**config.mk**
```make
export PLATFORM = sky130hd
export DESIGN_NAME = module_hamming_arbiter
export DESIGN_NICKNAME = d
export VERILOG_FILES = /design/src/rtl/hamming_pkg.sv /design/src/rtl/module_hamming_corrector.sv /design/src/rtl/module_hamming_arbiter.sv
export SDC_FILE = /design/constraint.sdc
export NUM_CORES = 1
export LEC_CHECK = 0
export ABC_CLOCK_PERIOD_IN_PS = 4570
export CORE_MARGIN = 4
export CORE_UTILIZATION = 23
export CTS_CLUSTER_DIAMETER = 150
export DETAILED_ROUTE_END_ITERATION = 16
export GPL_TIMING_DRIVEN = 0
export HOLD_SLACK_MARGIN = 0.03
export PLACE_DENSITY = 0.46
export SETUP_SLACK_MARGIN = 0.1
export SLEW_MARGIN = 30
export SYNTH_ARGS = -nofsm -noshare
export SYNTH_HDL_FRONTEND = slang
export SYNTH_SLANG_ARGS = --single-unit
```
**constraint.sdc**
```tcl
create_clock -name clk -period 4.57 [get_ports clk]
set_clock_uncertainty 0.05 [all_clocks]
set_input_delay 0.914 -clock clk [delete_from_list [all_inputs] [get_ports clk]]
set_output_delay 0.914 -clock clk [all_outputs]
set_load 0.05 [all_outputs]
```
**src/rtl/hamming_pkg.sv**
```systemverilog
`default_nettype none
// ============================================================================
//  Module      : hamming_pkg
//  Description : Shared constants, state encoding and the data-extraction
//                helper for the Hamming(7,4) sequencer/arbiter slice.
//
//                Word layout (bit index = Hamming position - 1):
//                  w[0]=p1 w[1]=p2 w[2]=d1 w[3]=p4 w[4]=d2 w[5]=d3 w[6]=d4
//  Revision    : 1.0 - initial release
// ============================================================================
package hamming_pkg;

  localparam int DATA_W = 4;
  localparam int WORD_W = 7;
  localparam int SYN_W  = 3;

  // Sequencer states. Two bits cover the four states exactly.
  typedef logic [1:0] state_t;
  localparam state_t ST_IDLE = 2'd0;
  localparam state_t ST_SYND = 2'd1;
  localparam state_t ST_CORR = 2'd2;
  localparam state_t ST_RESP = 2'd3;

  // Word bit positions of the data bits, packed as {d4,d3,d2,d1} = {6,5,4,2}.
  // Field i (3 bits wide) holds the word index of data bit d(i+1).
  localparam logic [3*DATA_W-1:0] DATA_POS = {3'd6, 3'd5, 3'd4, 3'd2};

  // Gather the four data bits of a (corrected) codeword into a nibble.
  function automatic logic [DATA_W-1:0] extract_data(input logic [WORD_W-1:0] word);
    logic [DATA_W-1:0] d;
    d = '0;
    for (int i = 0; i < DATA_W; i++) begin
      d[i] = word[DATA_POS[3*i +: 3]];
    end
    return d;
  endfunction

endpackage
`default_nettype wire

```
**src/rtl/module_hamming_corrector.sv**
```systemverilog
`default_nettype none
// ============================================================================
//  Module      : module_hamming_corrector
//  Description : Purely combinational Hamming(7,4) syndrome generator and
//                single-bit corrector. This is the one datapath shared by
//                both requesters of module_hamming_arbiter.
//
//  Ports
//    word      in  7  received codeword, bit 0 = position 1
//    syndrome  out 3  {s4,s2,s1}; nonzero value = position of the bad bit
//    corrected out 7  word with bit (syndrome-1) inverted when syndrome != 0
//
//  Double-bit errors produce a nonzero syndrome that points at the wrong
//  bit; the word is then miscorrected silently.
//  Revision    : 1.0 - initial release
// ============================================================================
module module_hamming_corrector
  import hamming_pkg::*;
(
  input  logic [WORD_W-1:0] word,
  output logic [SYN_W-1:0]  syndrome,
  output logic [WORD_W-1:0] corrected
);

  logic [WORD_W-1:0] flip_mask;

  always_comb begin
    syndrome    = '0;
    syndrome[0] = word[0] ^ word[2] ^ word[4] ^ word[6];
    syndrome[1] = word[1] ^ word[2] ^ word[5] ^ word[6];
    syndrome[2] = word[3] ^ word[4] ^ word[5] ^ word[6];
  end

  // One-hot flip mask: bit k is set when the syndrome names position k+1.
  // A zero syndrome matches no position, so a clean word passes untouched.
  generate
    for (genvar k = 0; k < WORD_W; k++) begin : g_flip
      assign flip_mask[k] = (syndrome == SYN_W'(k + 1));
    end
  endgenerate

  assign corrected = word ^ flip_mask;

endmodule
`default_nettype wire

```
**src/rtl/module_hamming_arbiter.sv**
```systemverilog
`default_nettype none
// ============================================================================
//  Module      : module_hamming_arbiter
//  Description : Round-robin arbiter and 4-state sequencer (IDLE, SYND, CORR,
//                RESP) that time-shares a single Hamming(7,4) corrector
//                between the locally encoded word (requester 0) and the
//                externally received word (requester 1). Keeps a saturating
//                corrected-error counter per requester.
//
//  Ports
//    clk           in  1        system clock, rising edge
//    rst           in  1        synchronous active-high reset
//    req_valid     in  2        bit i = requester i has a word
//    req_word      in  14       {word1, word0}
//    req_ready     out 2        one-hot accept pulse in the grant cycle
//    rsp_valid     out 1        result valid (RESP state)
//    rsp_ready     in  1        consumer accepts result
//    rsp_id        out 1        requester owning the result
//    rsp_data      out 4        decoded nibble {d4,d3,d2,d1}
//    rsp_syndrome  out 3        {s4,s2,s1}
//    rsp_err       out 1        syndrome nonzero
//    err_clr       in  1        clears both counters (wins over increment)
//    err_count     out 2*CNT_W  {cnt1, cnt0}, saturating
//    busy          out 1        sequencer not in IDLE
//
//  Timing: grant in cycle T, word captured at the end of T, rsp_valid at
//  T+3, next grant possible the cycle after the RESP handshake.
//  Revision    : 1.0 - initial release
// ============================================================================
module module_hamming_arbiter
  import hamming_pkg::*;
#(
  parameter int CNT_W = 8
) (
  input  logic                clk,
  input  logic                rst,
  input  logic [1:0]          req_valid,
  input  logic [2*WORD_W-1:0] req_word,
  output logic [1:0]          req_ready,
  output logic                rsp_valid,
  input  logic                rsp_ready,
  output logic                rsp_id,
  output logic [DATA_W-1:0]   rsp_data,
  output logic [SYN_W-1:0]    rsp_syndrome,
  output logic                rsp_err,
  input  logic                err_clr,
  output logic [2*CNT_W-1:0]  err_count,
  output logic                busy
);

  localparam logic [CNT_W-1:0] CNT_MAX = '1;

  state_t              state;
  logic                last_grant;
  logic [WORD_W-1:0]   held_word;
  logic                held_id;
  logic [SYN_W-1:0]    syn_q;

  logic                grant_any;
  logic                grant_id;
  logic [SYN_W-1:0]    corr_syndrome;
  logic [WORD_W-1:0]   corr_word;
  logic                bump;

  // --------------------------------------------------------------------------
  // Round-robin grant. Only evaluated in IDLE; gated by rst so that no accept
  // pulse can leak out while the block is being reset.
  // --------------------------------------------------------------------------
  always_comb begin
    grant_any = 1'b0;
    grant_id  = 1'b0;
    if (!rst && state == ST_IDLE && req_valid != 2'b00) begin
      grant_any = 1'b1;
      if (req_valid == 2'b11) begin
        grant_id = ~last_grant;
      end else begin
        grant_id = req_valid[1];
      end
    end
  end

  assign req_ready = {grant_any & grant_id, grant_any & ~grant_id};
  assign busy      = (state != ST_IDLE);

  // --------------------------------------------------------------------------
  // Shared correction datapath, always fed from the holding register.
  // --------------------------------------------------------------------------
  module_hamming_corrector u_corrector (
    .word      (held_word),
    .syndrome  (corr_syndrome),
    .corrected (corr_word)
  );

  // --------------------------------------------------------------------------
  // Sequencer. rsp_* are loaded only on the CORR->RESP edge and otherwise
  // keep their last values, so the consumer sees stable data throughout RESP.
  // --------------------------------------------------------------------------
  always_ff @(posedge clk) begin
    if (rst) begin
      state        <= ST_IDLE;
      last_grant   <= 1'b1;
      held_word    <= '0;
      held_id      <= 1'b0;
      syn_q        <= '0;
      rsp_valid    <= 1'b0;
      rsp_id       <= 1'b0;
      rsp_data     <= '0;
      rsp_syndrome <= '0;
      rsp_err      <= 1'b0;
    end else begin
      case (state)
        ST_IDLE: begin
          if (grant_any) begin
            held_word  <= grant_id ? req_word[2*WORD_W-1:WORD_W] : req_word[WORD_W-1:0];
            held_id    <= grant_id;
            last_grant <= grant_id;
            state      <= ST_SYND;
          end
        end
        ST_SYND: begin
          syn_q <= corr_syndrome;
          state <= ST_CORR;
        end
        ST_CORR: begin
          rsp_data     <= extract_data(corr_word);
          rsp_syndrome <= syn_q;
          rsp_err      <= (syn_q != '0);
          rsp_id       <= held_id;
          rsp_valid    <= 1'b1;
          state        <= ST_RESP;
        end
        ST_RESP: begin
          if (rsp_ready) begin
            rsp_valid <= 1'b0;
            state     <= ST_IDLE;
          end
        end
        default: state <= ST_IDLE;
      endcase
    end
  end

  // --------------------------------------------------------------------------
  // Corrected-error counters. The increment lands on the same edge that
  // raises rsp_valid; err_clr takes priority over that increment.
  // --------------------------------------------------------------------------
  assign bump = (state == ST_CORR) && (syn_q != '0);

  generate
    for (genvar i = 0; i < 2; i++) begin : g_cnt
      logic [CNT_W-1:0] cnt;

      always_ff @(posedge clk) begin
        if (rst || err_clr) begin
          cnt <= '0;
        end else if (bump && held_id == 1'(i) && cnt != CNT_MAX) begin
          cnt <= cnt + CNT_W'(1);
        end
      end

      assign err_count[i*CNT_W +: CNT_W] = cnt;
    end
  endgenerate

endmodule
`default_nettype wire

```
==> results.py <==
metrics = {
    "worst_setup_path": {
        "cp-start-kind": "primary input",
        "critPathMaxStageDelay_ps": 870,
        "cp_num_buf_inv": 3,
        "rr_worst_depth": 7,
        "rr_startpoint": "state[0]$_SDFFE_PP0P_",
        "end_kind": "primary output",
        "r2r_slack_ps": 2410,
        "path_cells": "clkdlybuf4s50_1 > nand2b_1 > and3_1 > clkbuf_1 > clkdlybuf4s50_1",
        "crit_slowest_cell": "clkdlybuf4s50_1",
        "crit_required_ps": 3610,
        "r2r_end": "g_cnt[0].cnt[5]$_SDFFE_PP0P_",
        "cp_max_fo": 8,
        "path_class": "in2out",
        "crit_cells": 5,
        "crit_arrival_ps": 2830,
        "critPathTopFamily": "buffers and inverters",
        "crit_path_frequent_cell": "clkdlybuf4s50_1",
    },
    "sta": {
        "fin_tns_setup_ps": 0,
        "fmax_mhz": 263,
        "setup_viol": 0,
        "slew_viol_final": 0,
        "worst_pin_slew_ps": 698,
        "maxSlewHeadroom_pct": 53.2,
        "min_period_ps": 3800,
        "setup_ws_ps": 775,
        "period_share_pct": 83.1,
        "holdWs_ps": 442,
        "hold_viol_final": 0,
        "rsz0062_at_grt": "false",
    },
    "synthesis": {
        "synthArstFlopShare_pct": 0,
        "netlist-cell-type-count": 40,
        "yosysWarnings": 0,
        "synth_edf_count": 0,
        "ys.flop_type": "dfxtp_1",
        "yosysTopAreaCellShare_pct": 41.8,
        "synth.net_count": 242,
        "yosys.area.top_type": "dfxtp_1",
        "syn_area_per_cell_um2": 8.92,
        "synthCells": 215,
        "syn_area_um2": 1920,
        "ys_seq_area_share_pct": 41.8,
        "synth_area_leaders": "dfxtp_1 42%, nor2_1 6.3%, ha_1 4.6%",
        "ys_ff_latch": 40,
    },
    "global_routing": {
        "grt_pass1_wl_um": 8230,
        "grt_max_degree": 12,
        "grtUsageTotal_pct": 10.2,
        "antenna_found_initial": 0,
        "grt_pass1_vias": 1716,
        "gr-total-overflow": 0,
    },
    "worst_hold_path": {
        "hold_class": "reg2reg",
        "hold_start": "g_cnt[0].cnt[1]$_SDFFE_PP0P_",
        "hold_end": "g_cnt[0].cnt[1]$_SDFFE_PP0P_",
        "whs_path_depth": 2,
    },
    "place": {
        "placed_cells": 367,
        "gp_congestion": 0.701,
        "port_buffers": 47,
        "hpwl_um": 3730,
        "pre_cts_slack_ps": 766,
    },
    "flow_run": {
        "drv_cap": 0,
    },
    "floorplan": {
        "row_count": 33,
        "die_y_um": 99.3,
        "io-pin-count": 49,
        "die_x_um": 99.3,
        "start_util_pct": 23.4,
        "coreArea_um2": 8180,
        "die-area_um2": 9860,
    },
    "layout": {
        "diodes": 0,
        "syn2layout_area_growth_pct": 36.4,
        "drive_gt1_share_pct": 4.83,
        "fin_cells": 374,
        "nets": 296,
    },
    "cts": {
        "cts_tree": "yes",
        "clkSinkCount": 40,
        "clk_latency_ps": 290,
        "postCtsHoldBufs": 0,
        "htreeDepth": 2,
        "cts_buffers": 5,
        "root_buffer": "clkbuf_8",
        "clk_path_buf_depth": 2,
        "clkTransAtPathRegs_ps": 70,
        "post_cts_resize_count": 0,
        "postCtsSetupBuffers": 0,
    },
    "detailed_routing": {
        "first_iter_violations": 70,
        "route.detailed.wl_per_inst_um": 13.1,
        "postRouteAntennaNets": 0,
        "drc": 0,
        "vias_per_cell": 4.69,
        "drtPass1Iterations": 4,
        "finalWirelength_um": 4900,
        "num_vias": 1755,
    },
    "pwr": {
        "cell_internal_pwr_uw": 749,
        "switchingPower_uw": 520,
        "irDropWorstVdd_mv": 0.123,
        "comb_power_share_pct": 43.6,
        "swShare_pct": 41.0,
        "power.density_cell_area_nw_per_um2": 485,
        "p_seq_share_pct": 36.7,
        "total_power_uw": 1270,
        "clockPowerShare_pct": 19.7,
        "leakage_uw": 0.000893,
    },
    "run_status": {
        "status": "completed",
    },
}
cells in the final DEF, fill, tap and decap left out, types with 4 or more instances in the layout:
cell type | Yosys | routed
a211oi_1 | 5 | 5
a21oi_1 | 12 | 12
a222oi_1 | 7 | 7
a311oi_1 | 5 | 5
and3_1 | 4 | 4
clkbuf_1 | 8 | 8
clkbuf_8 | 0 | 7
clkdlybuf4s50_1 | 0 | 47
dfxtp_1 | 40 | 40
ha_1 | 7 | 7
inv_1 | 6 | 6
mux2i_1 | 4 | 4
nand2_1 | 15 | 15
nand3_1 | 5 | 5
nor2_1 | 32 | 32
o21ai_0 | 8 | 8
o31ai_1 | 5 | 5
or4_1 | 5 | 5
xnor2_1 | 8 | 8
stage by stage:
stage          instance area (um^2)  util [%]
3_5_place_dp                   2520      30.8
2_1_floorplan                  1920         -
5_1_grt                        2620      32.0
6_report                       2620      32.0
4_1_cts                        2620      32.0
3_3_place_gp                   2520      30.8
metal layers:
layer / global-route usage, % / wire length, um / up-vias
met3: 2.03 / 163 / 6
met2: 16.7 / 2330 / 32
met5: 0 / 0 / -
met1: 13.6 / 2340 / 810
li1: - / - / 907
met4: 3.15 / 67 / 0
worst register-to-register path, cell delays in order (launching register included):
cell and delay [ps]:
dfxtp_1 340, inv_1 120, ha_1 150, clkbuf_1 380, nand2b_1 150, a211o_1 340, or4_1 420, a21oi_1 150
cell families after synthesis:
group           after synthesis  share of synthesized area (%)
compound gates               57                           21.9
xor+xnor                     13                           7.05
fa+ha+maj                     7                           4.57
buf+inv                      16                           3.13
flops                        40                           41.8
mux                           4                           2.09
simple gates                 78                           19.5
registers in the layout (all words and copies together) (netlist names):
name and cells:
last_grant 1, rsp_valid 1, rsp_id 1, g_cnt.cnt 16
rsp_data 4, state 2, held_id 1, syn_q 3
held_word 7, rsp_syndrome 3, rsp_err 1
power by group through the flow:
stage / clock network, uW / logic, uW / registers (uW)
3_5_place_dp: 0 / 557 / 476
4_1_cts: 263 / 560 / 468
6_report: 250 / 553 / 466
2_1_floorplan: 0 / 322 / 541
3_3_place_gp: 0 / 556 / 474
5_1_grt: 273 / 617 / 477
synth_stat cells (3+ instances only):
| cell | count |
|---|---|
| dfxtp_1 | 40 |
| o21ai_0 | 8 |
| nand3_1 | 5 |
| xor2_1 | 3 |
| a211oi_1 | 5 |
| nor2_1 | 32 |
| nand2_1 | 15 |
| nand4_1 | 3 |
| o31ai_1 | 5 |
| a311oi_1 | 5 |
| ha_1 | 7 |
| inv_1 | 6 |
| nand2b_1 | 3 |
| mux2i_1 | 4 |
| a222oi_1 | 7 |
| clkbuf_1 | 8 |
| xnor2_1 | 8 |
| and3_1 | 4 |
| or4_1 | 5 |
| a21oi_1 | 12 |
cell type report:
cell class	instances	area, um^2
buffer	10	37.5
clock buffer	7	96.3
fill	882	5560
inverter	6	22.5
multi-input combinational	159	1060
sequential	40	801
tap	105	131
timing repair buffer	47	470
how the worst max path moves through the flow:
| stage | slack [ps] | endpoint | from |
|---|---|---|---|
| 6_report | 770 | req_ready[0] | req_valid[1] |
| 2_1_floorplan | 1650 | req_ready[1] | rst |
| 3_5_place_dp | 770 | req_ready[1] | req_valid[1] |
| 5_1_grt | 630 | req_ready[1] | req_valid[0] |
| 3_3_place_gp | 770 | req_ready[0] | req_valid[1] |
| 4_1_cts | 770 | req_ready[0] | req_valid[1] |
(Power assumes the default switching activity.)
